File: src/rtl/rca_seq_ctrl.sv
// Wide-add sequencer: feeds an external W-bit ripple-carry slice one slice per clock, LSB first.
// Optional build macro SUBTRACT_EN adds port sub_i for modulo-2^N subtraction (a - b).
module rca_seq_ctrl #(
    parameter int W      = 4,
    parameter int SLICES = 4
) (
    input  logic                  clk,
    input  logic                  rst_n,
    input  logic                  start_i,
    input  logic [W*SLICES-1:0]   a_i,
    input  logic [W*SLICES-1:0]   b_i,
    input  logic                  cin_i,
`ifdef SUBTRACT_EN
    input  logic                  sub_i,
`endif
    output logic                  busy_o,
    output logic                  done_o,
    output logic [W*SLICES-1:0]   sum_o,
    output logic                  cout_o,
    output logic [W-1:0]          add_a_o,
    output logic [W-1:0]          add_b_o,
    output logic                  add_cin_o,
    input  logic [W-1:0]          add_sum_i,
    input  logic                  add_cout_i
);

    localparam int N  = W * SLICES;
    localparam int CW = (SLICES > 1) ? $clog2(SLICES) : 1;

    typedef enum logic [1:0] {
        S_IDLE = 2'd0,
        S_RUN  = 2'd1,
        S_DONE = 2'd2
    } state_t;

    state_t          state_q;
    logic [CW-1:0]   idx_q;
    logic [CW-1:0]   idx_d;
    logic [N-1:0]    a_q;
    logic [N-1:0]    b_q;
    logic            carry_q;
    logic            busy_q;
    logic            done_q;
    logic [N-1:0]    sum_q;
    logic            cout_q;

    logic            sub_s;
    logic            last_s;
    logic [N-1:0]    b_load_s;
    logic            cin_load_s;

`ifdef SUBTRACT_EN
    assign sub_s = sub_i;
`else
    assign sub_s = 1'b0;
`endif

    // Operand preparation and slice bookkeeping.
    always_comb begin
        idx_d      = idx_q + {{(CW-1){1'b0}}, 1'b1};
        last_s     = (idx_q == CW'(SLICES - 1));
        b_load_s   = b_i;
        cin_load_s = cin_i;
        if (sub_s) begin
            b_load_s   = ~b_i;
            cin_load_s = 1'b1;
        end else begin
            b_load_s   = b_i;
            cin_load_s = cin_i;
        end
    end

    // Sequencer FSM. Operand registers shift right one slice per RUN cycle, so their
    // low slice feeds the adder directly and they are naturally zero in IDLE/DONE.
    always_ff @(posedge clk or negedge rst_n) begin
        if (!rst_n) begin
            state_q <= S_IDLE;
            idx_q   <= '0;
            a_q     <= '0;
            b_q     <= '0;
            carry_q <= 1'b0;
            busy_q  <= 1'b0;
            done_q  <= 1'b0;
            sum_q   <= '0;
            cout_q  <= 1'b0;
        end else begin
            case (state_q)
                S_IDLE, S_DONE: begin
                    done_q <= 1'b0;
                    if (start_i) begin
                        state_q <= S_RUN;
                        idx_q   <= '0;
                        a_q     <= a_i;
                        b_q     <= b_load_s;
                        carry_q <= cin_load_s;
                        busy_q  <= 1'b1;
                        sum_q   <= '0;
                    end else begin
                        state_q <= S_IDLE;
                        busy_q  <= 1'b0;
                    end
                end
                S_RUN: begin
                    for (int s = 0; s < SLICES; s++) begin
                        if (idx_q == CW'(s)) begin
                            sum_q[s*W +: W] <= add_sum_i;
                        end
                    end
                    a_q   <= a_q >> W;
                    b_q   <= b_q >> W;
                    idx_q <= idx_d;
                    if (last_s) begin
                        // Final carry moves to cout; chain register cleared so add_cin_o idles at 0.
                        carry_q <= 1'b0;
                        cout_q  <= add_cout_i;
                        busy_q  <= 1'b0;
                        done_q  <= 1'b1;
                        state_q <= S_DONE;
                    end else begin
                        carry_q <= add_cout_i;
                    end
                end
                default: begin
                    state_q <= S_IDLE;
                    busy_q  <= 1'b0;
                    done_q  <= 1'b0;
                end
            endcase
        end
    end

    assign busy_o    = busy_q;
    assign done_o    = done_q;
    assign sum_o     = sum_q;
    assign cout_o    = cout_q;
    assign add_a_o   = a_q[W-1:0];
    assign add_b_o   = b_q[W-1:0];
    assign add_cin_o = carry_q;

endmodule

File: config.mk
export PLATFORM = sky130hd
export DESIGN_NAME = rca_seq_ctrl
export DESIGN_NICKNAME = d
export VERILOG_FILES = /design/src/rtl/rca_seq_ctrl.sv
export SDC_FILE = /design/constraint.sdc
export NUM_CORES = 1
export LEC_CHECK = 0
export BUFFER_PORTS_ARGS = -buffer_cell sky130_fd_sc_hd__clkbuf_2
export CAP_MARGIN = 20
export CORE_ASPECT_RATIO = 1.75
export CORE_MARGIN = 8
export CORE_UTILIZATION = 46
export DETAILED_ROUTE_END_ITERATION = 10
export GPL_ROUTABILITY_DRIVEN = 0
export HOLD_SLACK_MARGIN = 0.06
export PLACE_DENSITY = 0.84
export SKIP_CTS_REPAIR_TIMING = 1
export SLEW_MARGIN = 20
export SYNTH_ARGS = -nofsm -noshare
export SYNTH_HDL_FRONTEND = slang
export SYNTH_SLANG_ARGS = --single-unit
File: constraint.sdc
create_clock -name clk -period 2.5 [get_ports clk]
set_input_delay 0 -clock clk [delete_from_list [all_inputs] [get_ports clk]]
set_output_delay 0 -clock clk [all_outputs]
set_load 0.02 [all_outputs]
**After elaboration in Yosys (flattened, before gate mapping)**

Cells that the tools add are included.

- Register bits: 56
- Input bits: 41
- Output and inout bits: 28
- Logic and storage cells: 56

- $add $sub $neg: 1
- Equal/unequal tests: 10
- Multiplexer cells: 23
- Reductions and logical operators: 10

Operators with widths:

| operator | number |
|---|---|
| case mux 16 bit (2 select lines) | 3 |
| two-way mux 16 bit | 3 |
| two-way mux 4 bit | 4 |
| AND reduction 3 bit | 4 |
| inequality test 2 bit (second input constant) | 5 |
| case mux 2 bit (2 select lines) | 2 |
| two-way mux 1 bit | 7 |
| == test 2 bit (second input constant) | 3 |
| == test 2 x 1 -> 1 bit (second input constant) | 2 |
| logical NOT 2 bit | 2 |
| two-way mux 2 bit | 2 |
| case mux 1 bit (2 select lines) | 2 |
| AND reduction 2 bit | 2 |
| adder 2 x 1 -> 2 bit (second input constant) | 1 |
| nonzero test 2 bit | 1 |
| OR reduction 2 bit | 1 |

**Logic depth before layout (Yosys ltp)**

Gate-level depths: netlist (run 1).

- Depth after elaboration: 4
- Mapped depth: 5
- Mapped depth without buffers: 5

**Worst setup path after synthesis (run 1)**

No wires, ideal clock.

- Path type: reg2reg
- From: reg idx_q[0]
- To: reg cout_q (netlist: cout_o)
- Setup time: 125 ps
- Data arrival time: 1248 ps
- Data required time: 2375 ps
- Setup slack: 1127 ps
- Cell stages (with the launch flop): 5
- Buffers on the path: 1
- Period minus slack after synthesis: 1373 ps
- Path through: dfrtp_1 ha_1 clkbuf_2 nand3b_1 mux2_2

- Longest elaborated chain between the ends: 2

Ends and longest elaborated chain:

| what | line | RTL |
|---|---|---|
| start: declaration | 37 | `logic [CW-1:0] idx_q;` |
| start signal: assignment | 111 | `idx_q <= idx_d;` |
| == test 2 bit | 61 | `last_s = (idx_q == CW'(SLICES - 1));` |
| AND reduction 2 bit (no line) | -- |  |
| end signal: assignment | 115 | `cout_q <= add_cout_i;` |
| end: declaration | 45 | `logic cout_q;` |

No other way between the ends.
A chain may end at the register's enable or synchronous reset.

**Worst setup path in the final report (run 1)**

- From: reg state_q[1]
- To: reg carry_q (netlist: add_cin_o)

- Longest elaborated chain between the ends: 4
- Elaborated cells on any way between the ends: 8
- Classes of those cells: eq/ne (3); mux (1); reduce/logical (4)

Ends and longest elaborated chain:

| what | line | RTL |
|---|---|---|
| start: declaration | 36 | `state_t state_q;` |
| start signal: assignment | 77 | `state_q <= S_IDLE;` |
| start signal: assignment | 91 | `state_q <= S_RUN;` |
| start signal: assignment | 99 | `state_q <= S_IDLE;` |
| == test 2 bit / logical NOT 2 bit (equally long branches) | 87 | `case (state_q)` |
| OR reduction 2 bit | 87 |  |
| inequality test 2 bit (no line) / nonzero test 2 bit (equally long branches) | -- |  |
| AND reduction 2 bit (no line) | -- |  |
| end signal: assignment | 95 | `carry_q <= cin_load_s;` |
| end signal: assignment | 120 | `carry_q <= add_cout_i;` |
| end: declaration | 41 | `logic carry_q;` |

Parallel ways exist; a longest one is shown, timed or not.

==> reports/results.tsv, run 1 <==
metric	value	unit
fraction of registers with async set/reset	1.00	
clock buffers created by TritonCTS	5	
Final Hold Slack	0.201	ns
crit path DAT	2.10	ns
Clk network pwr share	0.151	
most common cell after layout, fill and taps aside	clkbuf_2	
vias in the first global route	1994	
syn_nets	282	
H-tree depth	2	
cell taking the most area after synthesis	dfrtp_1	
Tmin final	1.91	ns
Max VDD drop	0.662	mV
GR Util met1	0.163	
largest net degree at the start of global routing	56	
#FFs+latches synth	55	
latest clock arrival within the worst-skew pair	0.30	ns
Die Area	0.00810	mm2
Mapped Area	0.00248	mm2
Longest Clk Path Bufs	2	
CTS tree	done	
CP startpoint kind	flop	
routed vias	2115	
# rows	35	
Crit-path slowest cell	dlygate4sd3_1	
Post-synth EDFFs	0	
DRT iter0 DRCs	134	
Power per Cell Area	1280	mW/mm2
Mapped Cells	237	
Critical Path RT	2.69	ns
Reg clk slew, reported paths	0.10	ns
gr busiest metal	met2	
switch share	0.422	
setup violators final	0	
I/O Pins	69	
Die Y	113	um
Final Util	0.614	
hold path depth	4	
HP Class	primary input to flop	
Reg power frac	0.380	
Synth Area in XOR/XNOR	0	
CP Cell Sequence	nand2b_1, a21oi_1, a31oi_1, dlygate4sd3_1	
FF-to-FF path depth	4	
mean post-synth cell area	10.5	um2
initial antenna violation count	0	
final period utilization	0.763	
Primary FF master, synth	dfrtp_1	
I/O Buffers	68	
Slew headroom	0.549	
most frequent cells in the layout	68 x clkbuf_2, 55 x dfrtp_1, 40 x dlygate4sd3_1, 33 x nand3_1	
largest cells by area after synthesis	dfrtp_1 55%, nand3_1 6.7%, o22ai_1 6.0%	
gr ovfl total	0	
met2 usage in global routing	0.266	
Post-layout nets	377	
Yosys warnings	0	
area fraction in compound gates after synthesis	0.104	
P_sw	1740	uW
DR vias/cell	5.45	
Worst Setup End Kind	flop	
Post-Place Cell Area	0.00270	mm2
Worst Tran Pin Value	0.677	ns
Area Growth Syn to Fin	29.9	%
Max Cap Viol	0	
Pre-antenna DRT Iters	5	
All-Layer GR Usage	0.149	
Crit Path Max Fanout	15	
post-synthesis mux area share	0.00454	
maximum clock rate	524	MHz
diode count	0	
CP max stage delay	0.60	ns
Comb pwr share	0.469	
combinational family with the most area after synthesis	simple AND/OR/NAND/NOR gates	
core area	0.00526	mm2
Seq/Total Area, Yosys	0.554	
Post-Synth Simple-Gate Area	0.210	
post-synth top area share	0.554	
hpwl dp	4300	um
GRT met3 Usage	0.0328	
post-synthesis cell type count	25	
Final Instance Area	0.00323	mm2
initial cell density of the core	0.472	
RSZ-0062 raised after global routing	no	
Pint	2380	uW
CTS root buffer	clkbuf_8	
Slew Limit Fails	0	
leakage power	0.00160	uW
DRC	0	
count of final hold-check violations	0	
drt wl/cell	17.1	um
Post-DRT Antenna Nets	0	
status	finished clean	
share of layout cells above drive strength 1	0.258	
Post-Route WL	6620	um
Post-Route Skew	0.00647	ns
Synth Area in Adders	0.0202	
first-pass GRT wire length	9610	um
CP Class	flop to flop	
final setup TNS	0	ns
chip width	71.5	um
Sink Count	55	
==> critical path, delay by kind of cell, from the launching register on <==
family / cells / cell delay (ns)
simple gates: 1 / 0.44
flops: 1 / 0.43
buf+inv: 1 / 0.60
compound gates: 2 / 0.32
==> cell families after synthesis <==
kind of cell / after synthesis
AND/OR/NAND/NOR: 108
flip-flops: 55
AO/OA/AOI/OAI: 38
buffers and inverters: 31
adder cells (fa/ha/maj): 4
multiplexers: 1
==> Yosys cell counts, drive strengths merged, types with 2 or more instances <==
library cell	number
nor2	25
inv	5
o22ai	24
dfrtp	55
nand2b	2
buf	25
a22o	9
nand3b	4
nor3	24
nand3	33
o21ai	2
ha	4
nand2	18
==> power groups by stage <==
stage | Combinational [uW] | Sequential [uW] | Clock [uW]
finish | 1940 | 1570 | 621
global route | 2150 | 1620 | 661
CTS | 1880 | 1560 | 629
detailed placement | 1860 | 1580 | 0
global placement | 1820 | 1560 | 0
floorplan | 1420 | 1700 | 0
==> stage by stage <==
step	setup slack, ns	instances	power (uW)
after floorplan	1.13	237	3120
final	0.593	388	4130
after global placement	0.908	340	3370
after global routing	0.473	388	4430
after CTS	0.862	348	4070
after detailed placement	0.867	340	3450
==> registers in the layout, indices dropped and copies added (netlist names) <==
name and count:
a_q 16, cout_o 1, busy_o 1, idx_q 2, add_cin_o 1, sum_o 16, b_q 16, state_q 2
==> cell type report <==
class / count / area [um2]
fill: 417 / 2030
sequential: 55 / 1380
timing repair buffer: 114 / 798
tap: 55 / 68.8
inverter: 5 / 18.8
multi-input combinational: 151 / 842
clock inverter: 2 / 38.8
clock buffer: 6 / 82.6
==> layer usage <==
layer  wire, um  part of all wire
met1       2480              0.37
met2       3700              0.56
met3        353             0.053
met4         95             0.014
met5          0                 0
==> path summary, 6_finish.rpt <==
| check | start | end | slack, ns |
|---|---|---|---|
| hold reg to reg | a_q[13]$_DFFE_PN0P_ | a_q[13]$_DFFE_PN0P_ | 0.51 |
| max in group asynchronous | rst_n | a_q[8]$_DFFE_PN0P_ | 1.70 |
| setup reg to reg | state_q[1]$_DFFE_PN0P_ | add_cin_o$_DFFE_PN0P_ | 0.59 |
| hold / removal | start_i | busy_o$_DFFE_PN0P_ | 0.20 |
| min in group asynchronous | rst_n | add_cin_o$_DFFE_PN0P_ | 0.35 |
| setup / recovery | state_q[1]$_DFFE_PN0P_ | add_cin_o$_DFFE_PN0P_ | 0.59 |
(Power assumes the default switching activity.)
==> inputs of run 2 (changes only) <==
--- a/config.mk
+++ b/config.mk
@@ -5,6 +5,7 @@
 export SDC_FILE = /design/constraint.sdc
 export NUM_CORES = 1
 export LEC_CHECK = 0
+export ABC_AREA = 1
 export BUFFER_PORTS_ARGS = -buffer_cell sky130_fd_sc_hd__clkbuf_2
 export CAP_MARGIN = 20
 export CORE_ASPECT_RATIO = 1.75
@@ -13,7 +14,7 @@
 export DETAILED_ROUTE_END_ITERATION = 10
 export GPL_ROUTABILITY_DRIVEN = 0
 export HOLD_SLACK_MARGIN = 0.06
-export PLACE_DENSITY = 0.84
+export PLACE_DENSITY = 0.86
 export SKIP_CTS_REPAIR_TIMING = 1
 export SLEW_MARGIN = 20
 export SYNTH_ARGS = -nofsm -noshare
==> constraint.sdc (replaced) <==
create_clock -name clk -period 1.7 [get_ports clk]
set_input_delay 0 -clock clk [delete_from_list [all_inputs] [get_ports clk]]
set_output_delay 0 -clock clk [all_outputs]
set_load 0.02 [all_outputs]
==> reports/results.tsv, run 2 <==
metric	value	unit
most frequent cells in the layout	166 x nand2_1, 68 x clkbuf_2, 61 x inv_1, 55 x dfrtp_1, 34 x dlygate4sd3_1	
vias in the first global route	2427	
Die Area	0.00865	mm2
Slew headroom	0.541	
DRC	0	
most common cell after layout, fill and taps aside	nand2_1	
hpwl dp	4900	um
share of layout cells above drive strength 1	0.193	
DRT iter0 DRCs	195	
total of fill cells in the finished design	532	
hold path depth	5	
Mapped Cells	361	
Slew Limit Fails	0	
# rows	37	
worst setup path start	state_q[0]$_DFFE_PN0P_	
initial cell density of the core	0.465	
Final Util	0.598	
CP Class	flop to flop	
RSZ-0062 raised after global routing	no	
Worst R2R Setup Slack	0.28	ns
Max Cap Viol	0	
largest net degree at the start of global routing	56	
chip width	73.8	um
Hold EP	a_q[9]$_DFFE_PN0P_	
All-Layer GR Usage	0.155	
Longest Clk Path Bufs	2	
FF-to-FF path depth	6	
Worst Tran Pin Value	0.689	ns
Multi-input gate area	936	um2
Post-Route Skew	0.00685	ns
Post-synth EDFFs	0	
status	finished clean	
H-tree depth	2	
Top delay family on crit path	simple AND/OR/NAND/NOR gates	
I/O Buffers	68	
initial antenna violation count	0	
Post-layout nets	501	
syn_nets	406	
Primary FF master, synth	dfrtp_1	
HP Class	primary input to flop	
gr ovfl total	0	
I/O Pins	69	
largest cells by area after synthesis	dfrtp_1 51%, nand2_1 23%, inv_1 8.5%	
Die Y	117	um
count of final hold-check violations	0	
CP Buf/Inv Count	2	
Crit Path Max Fanout	25	
Post-Route WL	6770	um
CP Cell Sequence	inv_2, nand2_4, nand2_2, inv_2, nand2_1, nand2_1	
clock buffers created by TritonCTS	5	
diode count	0	
Post-DRT Antenna Nets	0	
#FFs+latches synth	55	
maximum clock rate	705	MHz
final setup TNS	0	ns
Crit Reg-Reg Startpoint	state_q[0]$_DFFE_PN0P_	
worst flop-to-flop path endpoint	b_q[4]$_DFFE_PN0P_	
Yosys warnings	0	
Reg clk slew, reported paths	0.10	ns
Area Growth Syn to Fin	28.6	%
post-synthesis cell type count	15	
routed vias	2431	
Crit-path slowest cell	dfrtp_1	
Final Hold Slack	0.0284	ns
latest clock arrival within the worst-skew pair	0.31	ns
cell taking the most area after synthesis	dfrtp_1	
Sink Count	55	
leakage power	0.00208	uW
synth cell count leaders	166 x nand2_1, 61 x inv_1, 55 x dfrtp_1	
core area	0.00579	mm2
drt wl/cell	12.7	um
Critical Path RT	1.91	ns
DR vias/cell	4.54	
CP startpoint kind	flop	
CTS tree	done	
Tmin final	1.42	ns
final period utilization	0.834	
post-synth top area share	0.511	
CTS root buffer	clkbuf_8	
Hold Startpoint	a_i[9]	
first-pass GRT wire length	10400	um
Pre-antenna DRT Iters	4	
Power per Cell Area	1790	mW/mm2
CP max stage delay	0.40	ns
Max VDD drop	1.07	mV
crit path DAT	1.62	ns
Seq/Total Area, Yosys	0.511	
setup violators final	0	
Mapped Area	0.00269	mm2
most frequent cell after synthesis	nand2_1	
fraction of registers with async set/reset	1.00	
Worst Setup End Kind	flop	
mean post-synth cell area	7.46	um2
Reg area	0.00138	mm2
[run 2: kinds of logic (layout without fill, tap and decap cells)]
family                   Yosys count  after routing  share of synthesized area
AO/OA/AOI/OAI                     11             11                     0.0204
adder cells (fa/ha/maj)            4              4                     0.0186
buffers and inverters             84            180                      0.141
flip-flops                        55             55                      0.511
AND/OR/NAND/NOR                  207            207                      0.309
[run 2: how the worst max path moves through the flow]
stage / end / slack (ns) / cells after the start
finish: b_q[4]$_DFFE_PN0P_ / 0.28 / 6
global route: b_q[7]$_DFFE_PN0P_ / 0.15 / 6
CTS: b_q[4]$_DFFE_PN0P_ / 0.28 / 6
detailed placement: b_q[5]$_DFFE_PN0P_ / 0.30 / 6
global placement: a_q[0]$_DFFE_PN0P_ / 0.35 / 6
floorplan: a_q[0]$_DFFE_PN0P_ / 0.47 / 7
[run 2: final cells by class]
| cell class | count | share of cell area |
|---|---|---|
| Tap cell | 78 | 0.0282 |
| Sequential cell | 55 | 0.397 |
| Clock inverter | 3 | 0.00434 |
| Clock buffer | 5 | 0.0199 |
| Multi-Input combinational cell | 222 | 0.270 |
| Timing Repair Buffer | 109 | 0.212 |
| Inverter | 63 | 0.0683 |
[run 2: per-layer routing]
| metal | vias up | global-route usage | part of all wire |
|---|---|---|---|
| li1 | 1237 | - | - |
| met1 | 1128 | 0.149 | 0.38 |
| met2 | 54 | 0.300 | 0.55 |
| met3 | 12 | 0.0410 | 0.051 |
| met4 | 0 | 0.0564 | 0.018 |
| met5 | - | 0 | 0 |
[run 2: worst reg2reg max path, cell delays in order, from the launching register on]
cell and delay, ns:
dfrtp_1 0.40, inv_2 0.16, nand2_4 0.10, nand2_2 0.23, inv_2 0.24, nand2_1 0.13
nand2_1 0.06
[run 2: power by group]
| group | total (uW) | internal [uW] | switching, uW |
|---|---|---|---|
| clock | 701 | 283 | 418 |
| sequential | 2250 | 1930 | 318 |
| combinational | 3240 | 1060 | 2180 |
[run 2: stage by stage]
stage / power [uW] / cells / area (um2) / setup WS [ns]
floorplan: 4700 / 361 / 2690 / 0.469
global placement: 5310 / 493 / 3040 / 0.353
detailed placement: 5460 / 493 / 3040 / 0.299
CTS: 6180 / 501 / 3120 / 0.278
global route: 6730 / 535 / 3460 / 0.148
finish: 6190 / 535 / 3460 / 0.282
==> inputs of run 3 (changes only) <==
==> constraint.sdc (replaced) <==
create_clock -name clk -period 1.3 [get_ports clk]
set_input_delay 0 -clock clk [delete_from_list [all_inputs] [get_ports clk]]
set_output_delay 0 -clock clk [all_outputs]
set_load 0.02 [all_outputs]
==> reports/results.tsv, run 3 (synthesized netlist as in run 2, its figures left out) <==
metric	value	unit
share of layout cells above drive strength 1	0.211	
post-route met1 wirelength	2600	um
Slew headroom	0.781	
largest net degree at the start of global routing	56	
failing checks	setup timing	
Final Util	0.615	
final worst slack	-0.00888	ns
status	finished with violations	
Worst Setup End Kind	flop	
Max Cap Viol	0	
diode count	0	
total power	8350	uW
met3 wire length	322	um
HP Class	primary input to flop	
Post-Route Skew	0.00579	ns
Longest Clk Path Bufs	2	
Tmin final	1.31	ns
Reg clk slew, reported paths	0.09	ns
Sink Count	55	
core area	0.00579	mm2
Hold Startpoint	a_i[8]	
I/O Pins	69	
Power per Cell Area	2350	mW/mm2
first-pass GRT wire length	10400	um
final setup TNS	-0.0191	ns
drt wl/cell	12.8	um
Crit Path Max Fanout	13	
leakage power	0.00212	uW
Die Y	117	um
vias in the first global route	2370	
final period utilization	1.01	
clock buffers created by TritonCTS	5	
top sig layer	met4	
Worst Tran Pin Value	0.328	ns
# rows	37	
DRC	0	
CTS tree	done	
latest clock arrival within the worst-skew pair	0.30	ns
hold path depth	5	
Crit Reg-Reg Startpoint	state_q[1]$_DFFE_PN0P_	
RSZ-0062 raised after global routing	yes	
Max VDD drop	1.65	mV
Area Growth Syn to Fin	32.1	%
count of final hold-check violations	0	
CTS root buffer	clkbuf_8	
Worst R2R Setup Slack	-0.009	ns
pre-CTS WS	-0.00237	ns
Post-Route WL	6950	um
Hold EP	a_q[8]$_DFFE_PN0P_	
I/O Buffers	68	
Post-Place Cell Area	0.00310	mm2
routed vias	2514	
maximum clock rate	764	MHz
initial cell density of the core	0.465	
most frequent cells in the layout	164 x nand2_1, 68 x clkbuf_2, 60 x inv_1, 55 x dfrtp_1, 35 x dlygate4sd3_1	
initial antenna violation count	0	
Critical Path RT	1.55	ns
Slew Limit Fails	0	
H-tree depth	2	
crit path DAT	1.56	ns
Post-DRT Antenna Nets	0	
FF-to-FF path depth	6	
DRT iter0 DRCs	167	
Final Instance Area	0.00356	mm2
All-Layer GR Usage	0.153	
wire length on met2	3910	um
CP Class	flop to flop	
CP startpoint kind	flop	
setup violators final	4	
worst flop-to-flop path endpoint	sum_o[1]$_DFFE_PN0P_	
Pre-antenna DRT Iters	4	
gr ovfl total	0	
most common cell after layout, fill and taps aside	nand2_1	
DR vias/cell	4.63	
hpwl dp	4750	um
Post-layout nets	509	
Die Area	0.00865	mm2
chip width	73.8	um
run 3: changes by cell type in the layout (fill, tap and decap cells not counted), moves of 2 or more:
cell	delta
nor2_2	+2
buf_4	+5
clkinv_2	-2
nor2_1	-2
clkbuf_1	+2
nand2_1	-2
run 3: where the power goes:
| part | internal (uW) | leakage (uW) | total [uW] | switching (uW) |
|---|---|---|---|---|
| Clock | 380 | 0.0000422 | 910 | 530 |
| Combinational | 1570 | 0.00139 | 4490 | 2920 |
| Sequential | 2520 | 0.000686 | 2950 | 427 |
run 3: final cells by class:
| cell class | count | area, um2 |
|---|---|---|
| repair buffers | 117 | 812 |
| inverters | 63 | 239 |
| clock buffers | 7 | 76.3 |
| well taps | 78 | 97.6 |
| clock inverters | 1 | 5.00 |
| fillers | 503 | 2230 |
| multi-input cells | 222 | 951 |
| flip-flops and latches | 55 | 1380 |
run 3: routing by layer:
layer  track usage  up-vias
met4        0.0497        0
li1              -     1256
met3        0.0333       10
met5             0        -
met1         0.164     1177
met2         0.282       71
run 3: worst max-delay path: stages, from the launching register on:
cell,delay (ns)
dfrtp_1,0.41
inv_1,0.06
nand2_1,0.11
buf_4,0.22
nor2_1,0.28
nand2_1,0.10
nand2_1,0.08
run 3: how the worst max path moves through the flow:
stage | end | from | slack (ns)
after CTS | b_q[1]$_DFFE_PN0P_ | state_q[1]$_DFFE_PN0P_ | -0.02
final | sum_o[1]$_DFFE_PN0P_ | state_q[1]$_DFFE_PN0P_ | -0.009
after detailed placement | b_q[1]$_DFFE_PN0P_ | state_q[1]$_DFFE_PN0P_ | -0.002
after global placement | b_q[1]$_DFFE_PN0P_ | state_q[1]$_DFFE_PN0P_ | 0.05
after global routing | sum_o[8]$_DFFE_PN0P_ | state_q[1]$_DFFE_PN0P_ | -0.06
after floorplan | a_q[0]$_DFFE_PN0P_ | state_q[1]$_DFFE_PN0P_ | 0.07
run 3: through the flow:
step	hold WS (ns)	instances
floorplan	-0.296	361
global placement	0.0232	500
detailed placement	0.0278	500
CTS	-0.304	508
global route	0.0700	543
finish	0.0168	543
